[config.mk]
export PLATFORM = sky130hd
export DESIGN_NAME = if_stage_flat
export DESIGN_NICKNAME = d
export VERILOG_FILES = /design/src/rtl/if_stage_pkg.sv /design/src/rtl/if_stage_if.sv /design/src/rtl/if_stage_npc_calc.sv /design/src/rtl/if_stage.sv /design/src/flat_wrapper.sv
export SDC_FILE = /design/constraint.sdc
export NUM_CORES = 1
export LEC_CHECK = 0
export ABC_CLOCK_PERIOD_IN_PS = 6520
export BUFFER_PORTS_ARGS = -buffer_cell sky130_fd_sc_hd__buf_4
export CAP_MARGIN = 20
export CELL_PAD_IN_SITES_DETAIL_PLACEMENT = 0
export CELL_PAD_IN_SITES_GLOBAL_PLACEMENT = 1
export CORE_ASPECT_RATIO = 0.7
export CORE_MARGIN = 2
export CORE_UTILIZATION = 27
export CTS_CLUSTER_SIZE = 12
export DETAILED_ROUTE_END_ITERATION = 8
export MAX_ROUTING_LAYER = met4
export PLACE_DENSITY = 0.65
export SLEW_MARGIN = 10
export SYNTH_ARGS = -nofsm -noshare
export SYNTH_HDL_FRONTEND = slang
export SYNTH_SLANG_ARGS = --single-unit
export TNS_END_PERCENT = 1
[constraint.sdc]
create_clock -name clk -period 6.52 [get_ports clk]
set_input_delay 0.326 -clock clk [delete_from_list [all_inputs] [get_ports clk]]
set_output_delay 0.326 -clock clk [all_outputs]
set_load 0.02 [all_outputs]
[src/rtl/if_stage_pkg.sv]
// Shared definitions for the instruction-fetch stage:
// FSM encoding, default reset PC and instruction field helpers.
package if_stage_pkg;

    localparam logic [1:0] ST_BOOT  = 2'd0;
    localparam logic [1:0] ST_FETCH = 2'd1;
    localparam logic [1:0] ST_HOLD  = 2'd2;

    localparam logic [31:0] RESET_PC_DEF = 32'h0000_3000;

    localparam int OPC_MSB = 31;
    localparam int OPC_LSB = 26;
    localparam int FUN_MSB = 5;
    localparam int FUN_LSB = 0;
    localparam int IMM_MSB = 15;
    localparam int TGT_MSB = 25;

    function automatic logic [5:0] opcode_of(input logic [31:0] ins);
        return ins[OPC_MSB:OPC_LSB];
    endfunction

    function automatic logic [5:0] funct_of(input logic [31:0] ins);
        return ins[FUN_MSB:FUN_LSB];
    endfunction

    function automatic logic [25:0] tgt26_of(input logic [31:0] ins);
        return ins[TGT_MSB:0];
    endfunction

endpackage

[src/rtl/if_stage_if.sv]
// Instruction-memory request/ready bus between the fetch
// stage (master) and instruction memory (slave).
interface if_stage_if;
    import if_stage_pkg::*;

    logic        imem_req;
    logic [31:0] imem_addr;
    logic        imem_ready;
    logic [31:0] imem_rdata;

    modport master (
        output imem_req,
        output imem_addr,
        input  imem_ready,
        input  imem_rdata
    );

    modport slave (
        input  imem_req,
        input  imem_addr,
        output imem_ready,
        output imem_rdata
    );

endinterface

[src/rtl/if_stage_npc_calc.sv]
// Next-PC selection: jump target, taken branch, or sequential.
// Only the low 26 instruction bits feed the target arithmetic.
module npc_calc
    import if_stage_pkg::*;
(
    input  logic [31:0]      pc_plus4_i,
    input  logic [TGT_MSB:0] instr_i,
    input  logic             jump_i,
    input  logic             branch_i,
    input  logic             zero_i,
    output logic [31:0]      npc_o
);

    logic [31:0] br_off;
    logic [31:0] j_tgt;

    assign br_off = {{14{instr_i[IMM_MSB]}}, instr_i[IMM_MSB:0], 2'b00};
    assign j_tgt  = {pc_plus4_i[31:28], instr_i, 2'b00};

    // jump outranks a simultaneous taken branch
    always_comb begin
        npc_o = pc_plus4_i;
        if (jump_i) begin
            npc_o = j_tgt;
        end else if (branch_i && zero_i) begin
            npc_o = pc_plus4_i + br_off;
        end
    end

endmodule

[src/rtl/if_stage.sv]
// Instruction-fetch stage: owns PC, fetched instruction and
// retired count; hands the instruction to Ctrl until acked.
module if_stage
    import if_stage_pkg::*;
#(
    parameter logic [31:0] RESET_PC = RESET_PC_DEF
) (
    input  logic        clk,
    input  logic        rst,
    if_stage_if.master  imem,
    output logic [31:0] instr,
    output logic [5:0]  OpCode,
    output logic [5:0]  funct,
    output logic        instr_valid,
    input  logic        instr_ack,
    input  logic        jump,
    input  logic        Branch,
    input  logic        Zero,
    output logic [31:0] pc,
    output logic [31:0] pc_plus4,
    output logic [31:0] retired
);

    logic [1:0]  state_q, state_d;
    logic [31:0] pc_q, pc_d;
    logic [31:0] instr_q, instr_d;
    logic [31:0] retired_q, retired_d;
    logic [31:0] npc;

    npc_calc u_npc (
        .pc_plus4_i (pc_plus4),
        .instr_i    (tgt26_of(instr_q)),
        .jump_i     (jump),
        .branch_i   (Branch),
        .zero_i     (Zero),
        .npc_o      (npc)
    );

    always_comb begin
        state_d   = state_q;
        pc_d      = pc_q;
        instr_d   = instr_q;
        retired_d = retired_q;
        unique case (state_q)
            ST_BOOT: begin
                state_d = ST_FETCH;
            end
            ST_FETCH: begin
                if (imem.imem_ready) begin
                    instr_d = imem.imem_rdata;
                    state_d = ST_HOLD;
                end
            end
            ST_HOLD: begin
                if (instr_ack) begin
                    pc_d      = npc;
                    retired_d = retired_q + 32'd1;
                    state_d   = ST_FETCH;
                end
            end
            default: begin
                state_d = ST_BOOT;
            end
        endcase
    end

    always_ff @(posedge clk or negedge rst) begin
        if (!rst) begin
            state_q   <= ST_BOOT;
            pc_q      <= RESET_PC;
            instr_q   <= 32'd0;
            retired_q <= 32'd0;
        end else begin
            state_q   <= state_d;
            pc_q      <= pc_d;
            instr_q   <= instr_d;
            retired_q <= retired_d;
        end
    end

    assign imem.imem_req  = (state_q == ST_FETCH);
    assign imem.imem_addr = pc_q;

    assign instr       = instr_q;
    assign OpCode      = opcode_of(instr_q);
    assign funct       = funct_of(instr_q);
    assign instr_valid = (state_q == ST_HOLD);
    assign pc          = pc_q;
    assign pc_plus4    = pc_q + 32'd4;
    assign retired     = retired_q;

endmodule
[src/flat_wrapper.sv]
// flat-port wrapper written by rule: the top's interface ports become plain ports
module if_stage_flat import if_stage_pkg::*;
#(
    parameter logic [31:0] RESET_PC = RESET_PC_DEF
)
  (clk, rst, instr, OpCode, funct, instr_valid, instr_ack, jump, Branch, Zero, pc, pc_plus4, retired, imem_imem_req, imem_imem_addr, imem_imem_ready, imem_imem_rdata);
  if_stage_if imem_i ();
  input  logic clk;
  input  logic rst;
  output logic [31:0] instr;
  output logic [5:0] OpCode;
  output logic [5:0] funct;
  output logic instr_valid;
  input  logic instr_ack;
  input  logic jump;
  input  logic Branch;
  input  logic Zero;
  output logic [31:0] pc;
  output logic [31:0] pc_plus4;
  output logic [31:0] retired;
  output wire logic [$bits(imem_i.imem_req)-1:0] imem_imem_req;
  output wire logic [$bits(imem_i.imem_addr)-1:0] imem_imem_addr;
  input wire logic [$bits(imem_i.imem_ready)-1:0] imem_imem_ready;
  input wire logic [$bits(imem_i.imem_rdata)-1:0] imem_imem_rdata;
  assign imem_imem_req = imem_i.imem_req;
  assign imem_imem_addr = imem_i.imem_addr;
  assign imem_i.imem_ready = imem_imem_ready;
  assign imem_i.imem_rdata = imem_imem_rdata;
  if_stage #(.RESET_PC(RESET_PC)) u_core (.clk(clk), .rst(rst), .imem(imem_i), .instr(instr), .OpCode(OpCode), .funct(funct), .instr_valid(instr_valid), .instr_ack(instr_ack), .jump(jump), .Branch(Branch), .Zero(Zero), .pc(pc), .pc_plus4(pc_plus4), .retired(retired));
endmodule
### Yosys cells after proc, flatten, opt, wreduce, memory -nomap -nowiden

Cells that the tools add are included.

* flip-flop bits (word level): 98
* latch bits: 0
* RAM bits: 0
* ROM bits: 0
* output and inout bits: 174
* logic and storage cells: 21
* memories: 0

* add/sub/neg operators: 3
* multiply operators: 0
* divide/modulo/power cells: 0
* $lt $le $gt $ge: 0
* equality and inequality tests: 4
* shifts and indexed selects: 0
* mux-type cells: 5
* bitwise logic cells: 0
* reductions and logical operators: 5

Operators with widths (count)
* $mux W32: 2
* $add A32 B1 Y32 const B: 1
* $add A32 B3 Y32 const B: 1
* $add A32 B32 Y32: 1
* $pmux W2 S3: 1
* $reduce_and A2 Y1: 3
* $mux W2: 2
* $ne A2 B1 Y1 const B: 2
* $eq A2 B1 Y1 const B: 1
* $eq A2 B2 Y1 const B: 1
* $logic_not A2 Y1: 1
* $logic_and A1 B1 Y1: 1

### Longest topological paths before layout

* word-level depth: 4
* depth in mapped cells: 17

### Modules after synthesis

From an unflattened synthesis, not the netlist that was laid out.

* cells, all modules: 803
* area total of the unflattened synthesis: 7039.3 µm²

By module, submodules not included
* if_stage: times used 1, cells an instance 479, area each 4899.7 µm², sequential area each 2454.9 µm²
* npc_calc: times used 1, cells an instance 324, area each 2139.6 µm², sequential area each 0.0 µm²

### Worst setup path before layout

Ideal clock, no wire load.

* path type: register to register
* from: register u_core.pc_q[7] (netlist: u_core.imem.imem_addr[7])
* to: register u_core.pc_q[30] (netlist: u_core.imem.imem_addr[30])
* arrival: 3768 ps
* path slack: 2604 ps
* stages on the path, launching flop included: 16
* path through: dfrtp_1 and3_1 nand4_1 nor3_1 nand4_1 xnor2_1 ha_1 a21o_1 a21o_1 a211oi_1 o21ai_0 o21ai_0 a31oi_4 a211oi_1 a31o_1 a22oi_2

* word-level cells in the longest chain between the ends: 4

Ends and longest elaborated chain
* start, declared: line if_stage.sv:25 `logic [31:0] pc_q, pc_d;`
* start signal, assigned: line if_stage.sv:75 `pc_q <= pc_d;`
* $add A32 B3 Y32: line if_stage.sv:89 `assign pc_plus4 = pc_q + 32'd4;`
* net pc_plus4[22]: line flat_wrapper.sv:19 `output logic [31:0] pc_plus4;`
* $add A32 B32 Y32: line if_stage_npc_calc.sv:26 `npc_o = pc_plus4_i + br_off;`
* $mux W32: line if_stage_npc_calc.sv:25 `end else if (branch_i && zero_i) begin`
* $mux W32: line if_stage_npc_calc.sv:23 `if (jump_i) begin`

The timed path passes the listed nets, and every way through them passes these cells.
A chain may end at the register's enable or synchronous reset.

### Worst setup path after layout

* from: register u_core.pc_q[7] (netlist: u_core.imem.imem_addr[7])
* to: register u_core.pc_q[31] (netlist: u_core.imem.imem_addr[31])

* word-level cells in the longest chain between the ends: 4

Ends and longest elaborated chain (line)
* $add A32 B3 Y32 *: if_stage.sv:89
* $add A32 B32 Y32: if_stage_npc_calc.sv:26
* $mux W32: if_stage_npc_calc.sv:25
* $mux W32 *: if_stage_npc_calc.sv:23

Every way passes the cells marked *; elsewhere a longest branch is shown, timed or not.

==> summary.md <==
| Metric | Value |
|---|---|
| R2r setup slk | ~2.3 ns |
| Status | finished, violations left |
| Routed Antenna Nets | 0 |
| Reg area | 0.00240 mm^2 |
| Fin. Hold Viols | 24 |
| Post-Syn Area | 0.00668 mm^2 |
| TritonCTS buffer count | 9 |
| Clock sinks | 96 |
| Flops & latches, synth | 96 |
| H-Tree Depth | 3 |
| Least-Margin Pin Slew | a little over 1 ns |
| R2r startpoint | u_core.imem.imem_addr[7] |
| Count leader, synth | dfrtp_1 |
| Post-CTS Setup Inserts | 0 |
| Xor/xnor cell area share of the yosys netlist | a little over a tenth |
| Layout cells sized above 1 | a little under a third |
| Detailed-route via count | 5,849 |
| Area leader, netlist | dfrtp_1 |
| Adder-cell share of the synthesized area | just over 7% |
| Drt first pass iters | 5 |
| Post-route clock skew | ~0.013 ns |
| Area taken by multi-input logic gates | 0.00380 mm^2 |
| Number of synthesized flops with an enable pin | 0 |
| Skew-Pair Late Insertion Delay | 0.36 ns |
| Tmin final | approximately 4.2 ns |
| Wire length of the first global-routing pass | 32,500 um |
| CTS tree | done |
| CP endpoint kind | flop |
| Area growth, synth to finish | 28.1% |
| Final setup viols | 0 |
| Synth unique cells | between 60 and 70 |
| I/O Pins | approximately 210 |
| Inserted Diodes | 0 |
| Failing checks | hold timing |
| Routed wire length | roughly 22,000 um |
| Pwr/cell area | 584 mW/mm^2 |
| Crit path arrival time | between 4 and 5 ns |
| Instance count of the mapped netlist | 720 |
| Die Area | 0.0260 mm^2 |
| Gr usage total | between 10% and 20% |
| Clk buf depth | 2 |
| Hold Crit Class | primary input to asynchronous set/reset pin |
| Max Cap Violations | 0 |
| Largest net degree at the start of global routing | 54 |
| Unrepaired setup endpoints after global routing | false |
| Crit share post-route | 65.0% |
| CTS resizes | 0 |
| Crit path kind | flop to flop |
| Vias per cell | about 4.8 |
| Core ar. | approximately 0.024 mm^2 |
| Top FF cell, synth | dfrtp_1 |
| Post-layout util | a little over a third |
| Post-synth top cells | 94 x dfrtp_1, 69 x nand2_1, 55 x xnor2_1, 48 x buf_4, 47 x o21ai_0 |
| GPL Wtd Cong | about 0.89 |
| Worst reg2reg path depth | 15 |
| Number of synthesis warnings | 0 |
| Post-synth ARST share | 100% |
| Number of global-route vias before repair | ~5,300 |
| Leak Pwr | roughly 4 nW |
| Starting Density | a little over a quarter |
| Critical Path Source Type | flop |
| Routed len/inst | ~18 um |
| # DRC | 0 |
| Compound-Gate Fraction of Synth Area | between 10% and 20% |
| Initial antenna violation count | 0 |
| Syn Area/Cell | 9.27 um^2 |
| Sequential share of the synthesized area | a little over a third |
| Setup TNS Final | 0 ns |
| Design Area, Final | ~0.0086 mm^2 |
| NumNets Final | 953 |
| Synth Area in Simple Gates | ~15% |
| Crit path max fanout | 7 |
| Grt ovf | 0 |
| Hpwl dp | about 16,000 um |
| Top post-synthesis cells by area | dfrtp_1 35%, xnor2_1 7.2%, ha_1 6.9% |
| Buffers added on ports | 206 |
| Horiz. Die Dim | 192 um |
| Worst Setup EP | u_core.imem.imem_addr[31] |
| Mux cell area share after synthesis | under 10% |
| Rows | 48 |
| Post-CTS Hold Fix Bufs | 0 |
| WP data required | just under 7 ns |
| Placed cell areas | 0.00824 mm^2 |
| Worst rel slew slack | about 33% |
| Initial DRC Count | approximately 340 |
| Worst-path clk slew | roughly 0.080 ns |
| Die Y | between 100 and 150 um |
| Max Slew Vio Count | 0 |
| Top-area cell type share of the netlist area | a little over a third |
| CTS Root Cell | clkbuf_16 |
| Main combinational cell family by area after synthesis | compound AO/OA/AOI/OAI gates |
| Max VDD drop | about 0.28 mV |
| Critical R2R Capture | u_core.imem.imem_addr[31] |
| Fillcell total | about 2,500 |
| Fmax | about 240 MHz |
| Hold slack | -0.0123 ns |
| Worst Setup SP | u_core.imem.imem_addr[7] |
[worst min-delay path by stage]
stage | start | depth (start not counted) | end
global route | rst | 1 | u_core.imem.imem_addr[28]
global placement | rst | 1 | u_core.retired[31]
detailed placement | rst | 1 | u_core.imem.imem_addr[30]
floorplan | rst | 0 | u_core.imem.imem_addr[10]
finish | rst | 1 | u_core.retired[31]
CTS | rst | 1 | u_core.retired[31]
[final cells by class]
| class | instances | area share (%) |
|---|---|---|
| Multi-Input combinational cell | 548 | 44.5 |
| Sequential cell | 96 | 28.1 |
| Timing Repair Buffer | 211 | 18.5 |
| Tap cell | 325 | 4.76 |
| Clock buffer | 9 | 2.63 |
| Clock inverter | 7 | 1.04 |
| Inverter | 10 | 0.439 |
[per-stage QoR]
step / power [mW] / hold slack (ns) / setup WS, ns / instances
2_1_floorplan: 3.39 / 0.0304 / 2.60 / 725
3_3_place_gp: 4.46 / 0.403 / 2.30 / 1190
3_5_place_dp: 4.42 / 0.402 / 2.28 / 1190
4_1_cts: 5.02 / 0.00279 / 2.26 / 1206
5_1_grt: 5.37 / 0.0269 / 1.91 / 1206
6_report: 4.99 / -0.0123 / 2.28 / 1206
[registers in the layout, indices dropped and copies added (netlist names)]
name and cells:
u_core.instr 32, u_core.retired 32, u_core.imem.imem_addr 30, u_core.state_q 2
[worst max-delay path, cell delays in order, from the launching register on]
cell and delay (ns):
dfrtp_1 0.46, and3_1 0.28, nand4_1 0.23, nor3_2 0.42
nand2_1 0.28, nor3_1 0.28, xor2_1 0.35, ha_1 0.36
a21o_1 0.21, a21o_1 0.18, a21o_1 0.20, a21oi_1 0.15
o31ai_1 0.10, xor2_1 0.17, and3_1 0.24, o31ai_1 0.22
[layout by cell type (no fill, tap or decap), types with 3 or more instances in the layout]
master | synthesis | routed
buf_4 | 48 | 211
dfrtp_1 | 94 | 94
nand2_1 | 69 | 69
xnor2_1 | 55 | 55
o21ai_0 | 47 | 47
a21oi_1 | 44 | 44
nor2_1 | 38 | 38
ha_1 | 37 | 37
mux2_2 | 32 | 32
nand3_1 | 29 | 29
xor2_1 | 28 | 28
a21o_1 | 17 | 17
o211ai_1 | 14 | 14
and3_1 | 12 | 12
nand4_1 | 11 | 11
and2_1 | 10 | 10
inv_1 | 10 | 10
a211oi_1 | 10 | 10
nor3_1 | 9 | 9
clkbuf_16 | 0 | 9
nand2b_1 | 8 | 8
a31o_2 | 6 | 6
conb_1 | 1 | 6
and4_1 | 5 | 5
nor2b_1 | 5 | 5
o21a_1 | 5 | 5
a31oi_1 | 4 | 4
a22oi_1 | 3 | 3
nor4_1 | 3 | 3
a311oi_1 | 3 | 3
or3_1 | 3 | 3
o31ai_1 | 3 | 3
clkinv_8 | 0 | 3
[cell families after synthesis]
| logic type | Yosys count |
|---|---|
| simple gates | 209 |
| compound gates | 178 |
| flops | 96 |
| xor+xnor | 83 |
| buf+inv | 81 |
| fa+ha+maj | 38 |
| mux | 34 |
| other cells | 1 |
[report_power, final]
part | switching (mW) | internal (mW) | leakage, nW
clock network | 0.293 | 0.276 | 0.152
logic | 1.87 | 1.41 | 2.62
registers | 0.340 | 0.799 | 1.21
[layer usage]
layer / vias to the layer above / part of all wire (%) / GRT usage (%)
met4: 0 / 0.77 / 3.55
met5: - / 0 / -
met2: 180 / 42 / 23.5
li1: 2856 / - / -
met1: 2805 / 52 / 25.7
met3: 8 / 5.4 / 3.03
(Power assumes the default switching activity.)
